==> src/rtl/mac_pkg.sv <==
// Shared types and helpers for the 4-lane 8-bit MAC dot-product sequencer.
package mac_pkg;

  localparam int MAC_LANES = 4;
  localparam int MAC_LEN_W = 16;

  typedef enum logic [1:0] {
    MAC_IDLE = 2'd0,
    MAC_RUN  = 2'd1,
    MAC_DONE = 2'd2
  } mac_seq_state_e;

  typedef struct packed {
    logic [MAC_LEN_W-1:0] len;
    logic [31:0]          bias;
    logic                 relu;
  } mac_cmd_t;

  // Negative results clamp to zero only when the command asked for ReLU.
  function automatic logic [31:0] apply_relu(input logic [31:0] value, input logic relu);
    return (relu && value[31]) ? 32'd0 : value;
  endfunction

endpackage

==> src/rtl/mac4b_with_input.sv <==
// Combinational 4-lane MAC: sum_out = sum_in + sum_k({0,act_k} * signed wgt_k), wrapping mod 2^32.
module mac4b_with_input
  import mac_pkg::*;
(
  input  logic [31:0] act,
  input  logic [31:0] wgt,
  input  logic [31:0] sum_in,
  output logic [31:0] sum_out
);

  logic signed [15:0] act_ext  [MAC_LANES];
  logic signed [15:0] wgt_ext  [MAC_LANES];
  logic signed [15:0] prod     [MAC_LANES];
  logic signed [17:0] lane_sum;

  always_comb begin
    lane_sum = '0;
    for (int k = 0; k < MAC_LANES; k++) begin
      // Activations are unsigned (zero-extend), weights are signed (sign-extend).
      act_ext[k] = $signed({8'd0, act[8*k +: 8]});
      wgt_ext[k] = $signed({{8{wgt[8*k+7]}}, wgt[8*k +: 8]});
      prod[k]    = act_ext[k] * wgt_ext[k];
      lane_sum   = lane_sum + 18'(prod[k]);
    end
  end

  assign sum_out = sum_in + {{14{lane_sum[17]}}, lane_sum};

endmodule

==> src/rtl/mac4b_dot_seq.sv <==
// Sequences one command plus a stream of operand beats through the 4-lane MAC into one result.
module mac4b_dot_seq
  import mac_pkg::*;
#(
  parameter int LEN_W = MAC_LEN_W
) (
  input  logic             clk_i,
  input  logic             rst_i,
  input  logic             clear_i,
  input  logic             cmd_valid_i,
  output logic             cmd_ready_o,
  input  logic [LEN_W-1:0] cmd_len_i,
  input  logic [31:0]      cmd_bias_i,
  input  logic             cmd_relu_i,
  input  logic             op_valid_i,
  output logic             op_ready_o,
  input  logic [31:0]      op_act_i,
  input  logic [31:0]      op_wgt_i,
  output logic             res_valid_o,
  input  logic             res_ready_i,
  output logic [31:0]      res_data_o,
  output logic             busy_o
);

  // Handshakes: a transfer happens on a rising edge where valid && ready. Every ready/valid
  // output is a pure decode of state, so no combinational path exists from any valid input.
  mac_seq_state_e   state_q;
  logic [31:0]      acc_q;
  logic [LEN_W-1:0] cnt_q;
  logic             relu_q;
  logic [31:0]      res_q;
  logic [31:0]      mac_sum;

  mac4b_with_input u_mac (
    .act     (op_act_i),
    .wgt     (op_wgt_i),
    .sum_in  (acc_q),
    .sum_out (mac_sum)
  );

  assign cmd_ready_o = (state_q == MAC_IDLE);
  assign op_ready_o  = (state_q == MAC_RUN);
  assign res_valid_o = (state_q == MAC_DONE);
  assign busy_o      = (state_q != MAC_IDLE);
  assign res_data_o  = res_q;

  always_ff @(posedge clk_i or posedge rst_i) begin
    if (rst_i) begin
      state_q <= MAC_IDLE;
      acc_q   <= '0;
      cnt_q   <= '0;
      relu_q  <= 1'b0;
      res_q   <= '0;
    end else if (clear_i) begin
      // Abort wins over any handshake this cycle; a pending result is discarded.
      state_q <= MAC_IDLE;
      acc_q   <= '0;
      cnt_q   <= '0;
    end else begin
      case (state_q)
        MAC_IDLE: begin
          if (cmd_valid_i) begin
            acc_q  <= cmd_bias_i;
            relu_q <= cmd_relu_i;
            cnt_q  <= cmd_len_i;
            if (cmd_len_i == '0) begin
              state_q <= MAC_DONE;
              res_q   <= apply_relu(cmd_bias_i, cmd_relu_i);
            end else begin
              state_q <= MAC_RUN;
            end
          end
        end
        MAC_RUN: begin
          if (op_valid_i) begin
            acc_q <= mac_sum;
            cnt_q <= cnt_q - LEN_W'(1);
            if (cnt_q == LEN_W'(1)) begin
              state_q <= MAC_DONE;
              res_q   <= apply_relu(mac_sum, relu_q);
            end
          end
        end
        MAC_DONE: begin
          if (res_ready_i) state_q <= MAC_IDLE;
        end
        default: state_q <= MAC_IDLE;
      endcase
    end
  end

endmodule

==> config.mk <==
export PLATFORM = sky130hd
export DESIGN_NAME = mac4b_dot_seq
export DESIGN_NICKNAME = d
export VERILOG_FILES = /design/src/rtl/mac_pkg.sv /design/src/rtl/mac4b_with_input.sv /design/src/rtl/mac4b_dot_seq.sv
export SDC_FILE = /design/constraint.sdc
export NUM_CORES = 1
export LEC_CHECK = 0
export ABC_AREA = 1
export CAP_MARGIN = 20
export CELL_PAD_IN_SITES_DETAIL_PLACEMENT = 2
export CELL_PAD_IN_SITES_GLOBAL_PLACEMENT = 2
export CORE_ASPECT_RATIO = 0.9
export CORE_MARGIN = 4
export CORE_UTILIZATION = 37
export DETAILED_ROUTE_END_ITERATION = 8
export PLACE_DENSITY_LB_ADDON = 0.2
export SYNTH_ARGS = -nofsm -noshare
export SYNTH_HDL_FRONTEND = slang
export SYNTH_HIERARCHICAL = 1
export SYNTH_SLANG_ARGS = --single-unit
==> constraint.sdc <==
create_clock -name clk_i -period 5.4 [get_ports clk_i]
set_input_delay 1.08 -clock clk_i [delete_from_list [all_inputs] [get_ports clk_i]]
set_output_delay 1.08 -clock clk_i [all_outputs]
set_load 0.005 [all_outputs]
==> results of run 1 <==
-- logic make-up after synthesis --
logic type	Yosys count	synth area share, %
and+or+nand+nor	1145	27.0
buffers and inverters	637	14.0
AOI/OAI and AO/OA	202	6.63
xor gates and xnor gates	84	4.23
adders and majority gates	393	36.1
DFF	83	11.9
-- stage by stage --
stage / utilization, % / setup TNS, ns / hold slack, ns / area [um2]
3_5_place_dp: 48.9 / -255.35 / 0.473 / 22800
3_3_place_gp: 48.9 / -217.40 / 0.459 / 22800
2_1_floorplan: - / -138.06 / 0.446 / 18400
-- synth_stat cells (6+ instances only) --
cell | count | share of area (%)
sky130_fd_sc_hd__ha_1 | 211 | 15
sky130_fd_sc_hd__xor2_1 | 48 | 2.4
sky130_fd_sc_hd__a21oi_1 | 82 | 2.4
sky130_fd_sc_hd__or2_2 | 14 | 0.50
sky130_fd_sc_hd__a21o_1 | 11 | 0.47
sky130_fd_sc_hd__o21bai_1 | 8 | 0.35
sky130_fd_sc_hd__nor2_1 | 152 | 3.3
sky130_fd_sc_hd__nand2_2 | 11 | 0.40
sky130_fd_sc_hd__buf_2 | 23 | 0.66
sky130_fd_sc_hd__o21ai_0 | 68 | 2.0
sky130_fd_sc_hd__nand3_1 | 116 | 3.3
sky130_fd_sc_hd__inv_1 | 528 | 11
sky130_fd_sc_hd__xnor2_1 | 36 | 1.8
sky130_fd_sc_hd__nand3b_1 | 7 | 0.30
sky130_fd_sc_hd__dfrtp_1 | 83 | 12
sky130_fd_sc_hd__nand4_1 | 40 | 1.4
sky130_fd_sc_hd__buf_4 | 6 | 0.26
sky130_fd_sc_hd__nand2_1 | 785 | 17
sky130_fd_sc_hd__fa_1 | 182 | 21
sky130_fd_sc_hd__nor3_1 | 9 | 0.26
sky130_fd_sc_hd__clkbuf_1 | 72 | 1.6
==> results by stage, run 1 <==
Outcome:
- The flow did not finish.
- The stage where the flow stopped is clock tree synthesis (4_1_cts).
- The tool reported: "[ERROR DPL-0033] detailed placement checks failed during check placement".

Yosys:
- The fraction of the yosys area taken by sequential cells is 11.9%.
- The combined area of all synthesized cells is 0.0174 mm2.
- After synthesis, the netlist uses 45 different library cells.
- The synthesized design contains 83 register bits.
- After synthesis, the share of flip-flops with an asynchronous set or reset is 100%.
- Dividing the synthesized area by the synthesized cell count gives 6.84 um2.
- The synthesized netlist cell count is 2544.
- Counting every net in the synthesized netlist gives 3056.
- For this run, the number of Yosys warnings is 6.
- The primary flip-flop cell chosen by synthesis mapping is sky130_fd_sc_hd__dfrtp_1.
- Counting flops with a built-in enable in the synthesized netlist gives 0.

Clocking:
- The post-cts gate resize count is 659.
- The clock sink count is 83.
- The number of buffers on the longest clock path is 2.
- Once the clock tree was built, the setup fixing pass inserted 65 buffers.
- The total clock buffers created by CTS is 9.
- The number of buffers added to fix hold violations after cts is 0.
- CTS placed an instance of sky130_fd_sc_hd__clkbuf_16 at the clock tree root.
- The H-tree was split into 3 levels.

Place:
- The count of buffers added on input and output ports is 154.
- The number of placed instances, taps included, is 3575.
- At the placement stage, the worst setup path has a slack of -4.63 ns.
- The final weighted congestion in routability-driven placement is 0.911.
- The HPWL after detailed placement is 71500 um.

Die:
- Once the floorplan was initialized, standard cells occupied 37.4% of the core.
- The die extent in y is 214 um.
- The count of boundary I/O pins is 155.
- The number of cell rows is 75.
- The horizontal die dimension is 237 um.
==> inputs of run 2 (changes only) <==
--- a/config.mk
+++ b/config.mk
@@ -7,13 +7,10 @@
 export LEC_CHECK = 0
 export ABC_AREA = 1
 export CAP_MARGIN = 20
-export CELL_PAD_IN_SITES_DETAIL_PLACEMENT = 2
-export CELL_PAD_IN_SITES_GLOBAL_PLACEMENT = 2
-export CORE_ASPECT_RATIO = 0.9
 export CORE_MARGIN = 4
-export CORE_UTILIZATION = 37
+export CORE_UTILIZATION = 35
 export DETAILED_ROUTE_END_ITERATION = 8
-export PLACE_DENSITY_LB_ADDON = 0.2
+export PLACE_DENSITY_LB_ADDON = 0.15
 export SYNTH_ARGS = -nofsm -noshare
 export SYNTH_HDL_FRONTEND = slang
 export SYNTH_HIERARCHICAL = 1
==> run 2 against run 1 <==
  * The flow now finishes, with violations (negative setup slack)
  * Area after synthesis is the same
  * Synthesized cell count unchanged
==> results by stage, run 2 <==
Yosys:
- The main combinational cell family by area after synthesis is adder cells.
- The complex-gate fraction of the synthesized area is 6.63% (unchanged).
- The arithmetic-cell share of the synthesized area counting full adders, half adders and majority gates is 36.1% (unchanged).
- The primary flip-flop cell chosen by synthesis mapping is sky130_fd_sc_hd__dfrtp_1.
- The number of nets in the synthesized netlist is 3056 (unchanged).
- The total of warnings raised by yosys came to 6 (unchanged).
- The synthesized-area fraction occupied by xor and xnor cells is 4.23% (unchanged).
- The fraction of synthesized area in multiplexers was 0% (unchanged).
- The fraction of the yosys area taken by sequential cells is 11.9% (unchanged).
- The async set-reset flop share out of synthesis was 100% (unchanged).
- The simple-gate share of the synthesized area is 27.0% (unchanged).
- The number of synthesized flops with an enable pin came to 0 (unchanged).
- The combined area of all synthesized cells is 0.0174 mm2 (unchanged).
- The synthesized netlist cell count was 2544 (unchanged).
- The post-synthesis average cell area is 6.84 um2 (unchanged).
- The number of flip-flops and latches in the synthesized netlist is 83 (unchanged).
- Sorting the synthesized cells by how often they occur yields sky130_fd_sc_hd__nand2_1, sky130_fd_sc_hd__inv_1, sky130_fd_sc_hd__ha_1.
- Ranked by total cell area, the synthesized netlist is headed by sky130_fd_sc_hd__fa_1, sky130_fd_sc_hd__nand2_1, sky130_fd_sc_hd__ha_1, sky130_fd_sc_hd__dfrtp_1, sky130_fd_sc_hd__inv_1.
- The share of the synthesized area in the top cell type is 21.0% (unchanged).
- The most common cell in the synthesized netlist is sky130_fd_sc_hd__nand2_1.
- The largest area contributor in the synthesized netlist is sky130_fd_sc_hd__fa_1.
- The count of cell types in the netlist is 45 (unchanged).

Worst setup path:
- For the worst setup path, the data required time is 5.69 ns.
- The internal reg-to-reg setup slack is 2.36 ns.
- The worst register-to-register path has a depth of 9.
- The classification of the worst setup path is primary input to register.
- The launch point of the worst reg-to-reg path is state_q[1].
- The endpoint identified for the worst register-to-register timing path is res_data_o[22].
- In this run the worst setup path begins at op_wgt_i[23].
- The largest fanout on the critical path is 4.
- The largest single stage delay on the critical path is 0.53 ns.
- The arrival time at the worst endpoint is 8.70 ns.
- The slowest stage of the critical path belongs to the cell sky130_fd_sc_hd__fa_1.
- The worst setup path is launched from a primary input.
- STA classifies the critical path endpoint as a register.

Timing:
- The post-route minimum period is 8.41 ns.
- Setup repair after global routing could not meet its margin everywhere.
- The transition time at the pin with the least slew margin is 0.881 ns.
- The final count of negative-setup-slack endpoints is 60.
- In the finished design, the share of the clock period the worst path needs comes to 156%.
- Static timing analysis puts the maximum clock frequency at 119 MHz.
- The worst clock skew is 0.00869 ns.
- The final worst-path setup slack is -3.01 ns.
- Headroom to the max-slew limit came out at 41.2%.
- The number of endpoints with negative hold slack in the final report came to 0.
- The max-slew violation total from the final report was 0.

Global routing:
- The global route total overflow is 0.
- The initial antenna violation count is 1.
- The global router's overall resource usage is 20.4%.
- The pin count of the biggest net entering global routing is 70.
- The first global-routing pass estimated 90800 um of wire.
- The via count of the first global-routing pass is 18189.

Clocking:
- The number of buffers on the longest clock path is 2 (unchanged).
- The number of buffers added to fix hold violations after cts is 0 (unchanged).
- The clock latency of the later-clocked register in the worst-skew pair is 0.35 ns.
- The root buffer cell chosen for the clock tree is sky130_fd_sc_hd__clkbuf_16.
- TritonCTS built the clock tree.
- The total clock buffers created by CTS is 9 (unchanged).
- The clock sink count was 83 (unchanged).
- The clock-pin slew on the worst setup and hold paths is 0.07 ns.
- The H-tree level count is 3 (unchanged).

Place:
- The worst slack at placement was -4.05 ns (+0.581 ns).
- The count of input and output buffers is 154 (unchanged).
- The placed cell area is 0.0228 mm2 (about the same).
- The estimated wirelength of the detail-placed design came to 44000 um (-38%).
- The final weighted congestion in routability-driven placement was 0.885 (-2.8%).

Die:
- The die extent in y came to 231 um (+8.1%).
- The horizontal die dimension is 231 um (-2.4%).
- After floorplanning, the core was sized to cover 0.0491 mm2.
- The count of boundary I/O pins came to 155 (unchanged).
- The total die area is 0.0533 mm2.
- The number of cell rows came to 81 (+8.0%).
- The starting density of the core was 35.5% (-1.9 points).

Route:
- Using the TritonRoute via totals, the vias-per-cell ratio works out to 4.67.
- The final route contains 17346 vias.
- After detailed routing, the number of remaining DRC violations is 0.
- Dividing the detail-routed wire length by the instance count gives 14.5 um.
- The total detailed-routing wirelength is 54000 um.
- The count of routing violations after the opening detailed-route iteration is 883.
- The number of antenna-violating nets in the routed design is 0.
- For this run, the detailed router's first-pass iteration total came to 5.

Outcome:
- The checks that failed: negative setup slack.
- The flow ran to the end, but the final reports show violations.

Layout:
- The layout net count is 3558.
- The number of filler instances in the final layout is 4795.
- In the layout the commonest cells are sky130_fd_sc_hd__nand2_1, sky130_fd_sc_hd__inv_1, sky130_fd_sc_hd__buf_4, sky130_fd_sc_hd__fa_1, sky130_fd_sc_hd__ha_1.
- Measured on the finished design, the core utilization comes to 52.1%.
- The post-route standard cell area excluding fillers is 0.0256 mm2.
- The area growth from synthesis to final layout is 47.1%.
- The most common cell after layout, fill and taps aside is sky130_fd_sc_hd__nand2_1.
- The fraction of layout cells with a size suffix above 1 is 31.4%.

Min path:
- The launch instance of the worst min-delay path is res_data_o[4].
- The worst hold path terminates at res_data_o[4].
- The tightest min-delay check is of the register to register type.
- The worst hold path passes through 2 cells.

Run:
- Across the run, the number of max-cap violations was 0.
[run 2: cell families (layout without fill, tap and decap cells)]
logic type / Yosys count / in the layout
and+or+nand+nor: 1145 / 1146
buffers and inverters: 637 / 1143
adders and majority gates: 393 / 393
AOI/OAI and AO/OA: 202 / 202
xor gates and xnor gates: 84 / 84
DFF: 83 / 83
other: 0 / 1
[run 2: what timing repair did]
item	4_1_cts	5_1_grt
setup buffers	70	16
gates resized for setup	490	193
setup endpoints to repair	61	61
hold endpoints to repair	0	0
gates cloned	3	1
pin swaps	211	129
[run 2: worst max-delay path by stage]
stage	end	slack, ns	depth (start not counted)
after floorplan	res_data_o[0]	-2.67	49
after global placement	res_data_o[18]	-3.96	41
after detailed placement	res_data_o[18]	-4.05	38
after CTS	res_data_o[13]	-3.00	50
after global routing	res_data_o[29]	-3.33	45
final	res_data_o[18]	-3.01	41
[run 2: layer usage]
layer	part of all wire, %	global-route usage [%]	up-vias
li1	-	-	8688
met1	47	28.4	8304
met2	48	35.8	304
met3	3.3	1.73	50
met4	1.1	2.31	0
met5	0	0	-
[run 2: area by class of cell]
cell class / instances / area [um2] / area share, %
diodes: 1 / 2.50 / 0.00978
clock buffers: 9 / 225 / 0.881
clock inverters: 7 / 105 / 0.411
inverters: 536 / 2030 / 7.93
multi-input cells: 1825 / 15300 / 59.8
flip-flops and latches: 83 / 2080 / 8.12
well taps: 664 / 831 / 3.25
repair buffers: 591 / 5020 / 19.6
[run 2: worst max-delay path, delay by kind of cell]
family | cells | cell delay [ns]
fa+ha+maj | 9 | 3.76
simple gates | 14 | 1.60
buf+inv | 11 | 0.94
xor+xnor | 3 | 0.69
compound gates | 4 | 0.61
[run 2: metrics by stage]
stage	std cells	hold slack, ns	setup TNS, ns
2_1_floorplan	2544	0.446	-138.06
3_3_place_gp	3616	0.460	-212.48
3_5_place_dp	3616	0.460	-219.55
4_1_cts	3699	0.478	-162.10
5_1_grt	3716	0.491	-180.97
6_report	3716	0.471	-162.04
Power of run 2 is left out: the tool's default activity adds up to more than one toggle a clock period on the data nets, which glitch-free logic cannot reach.
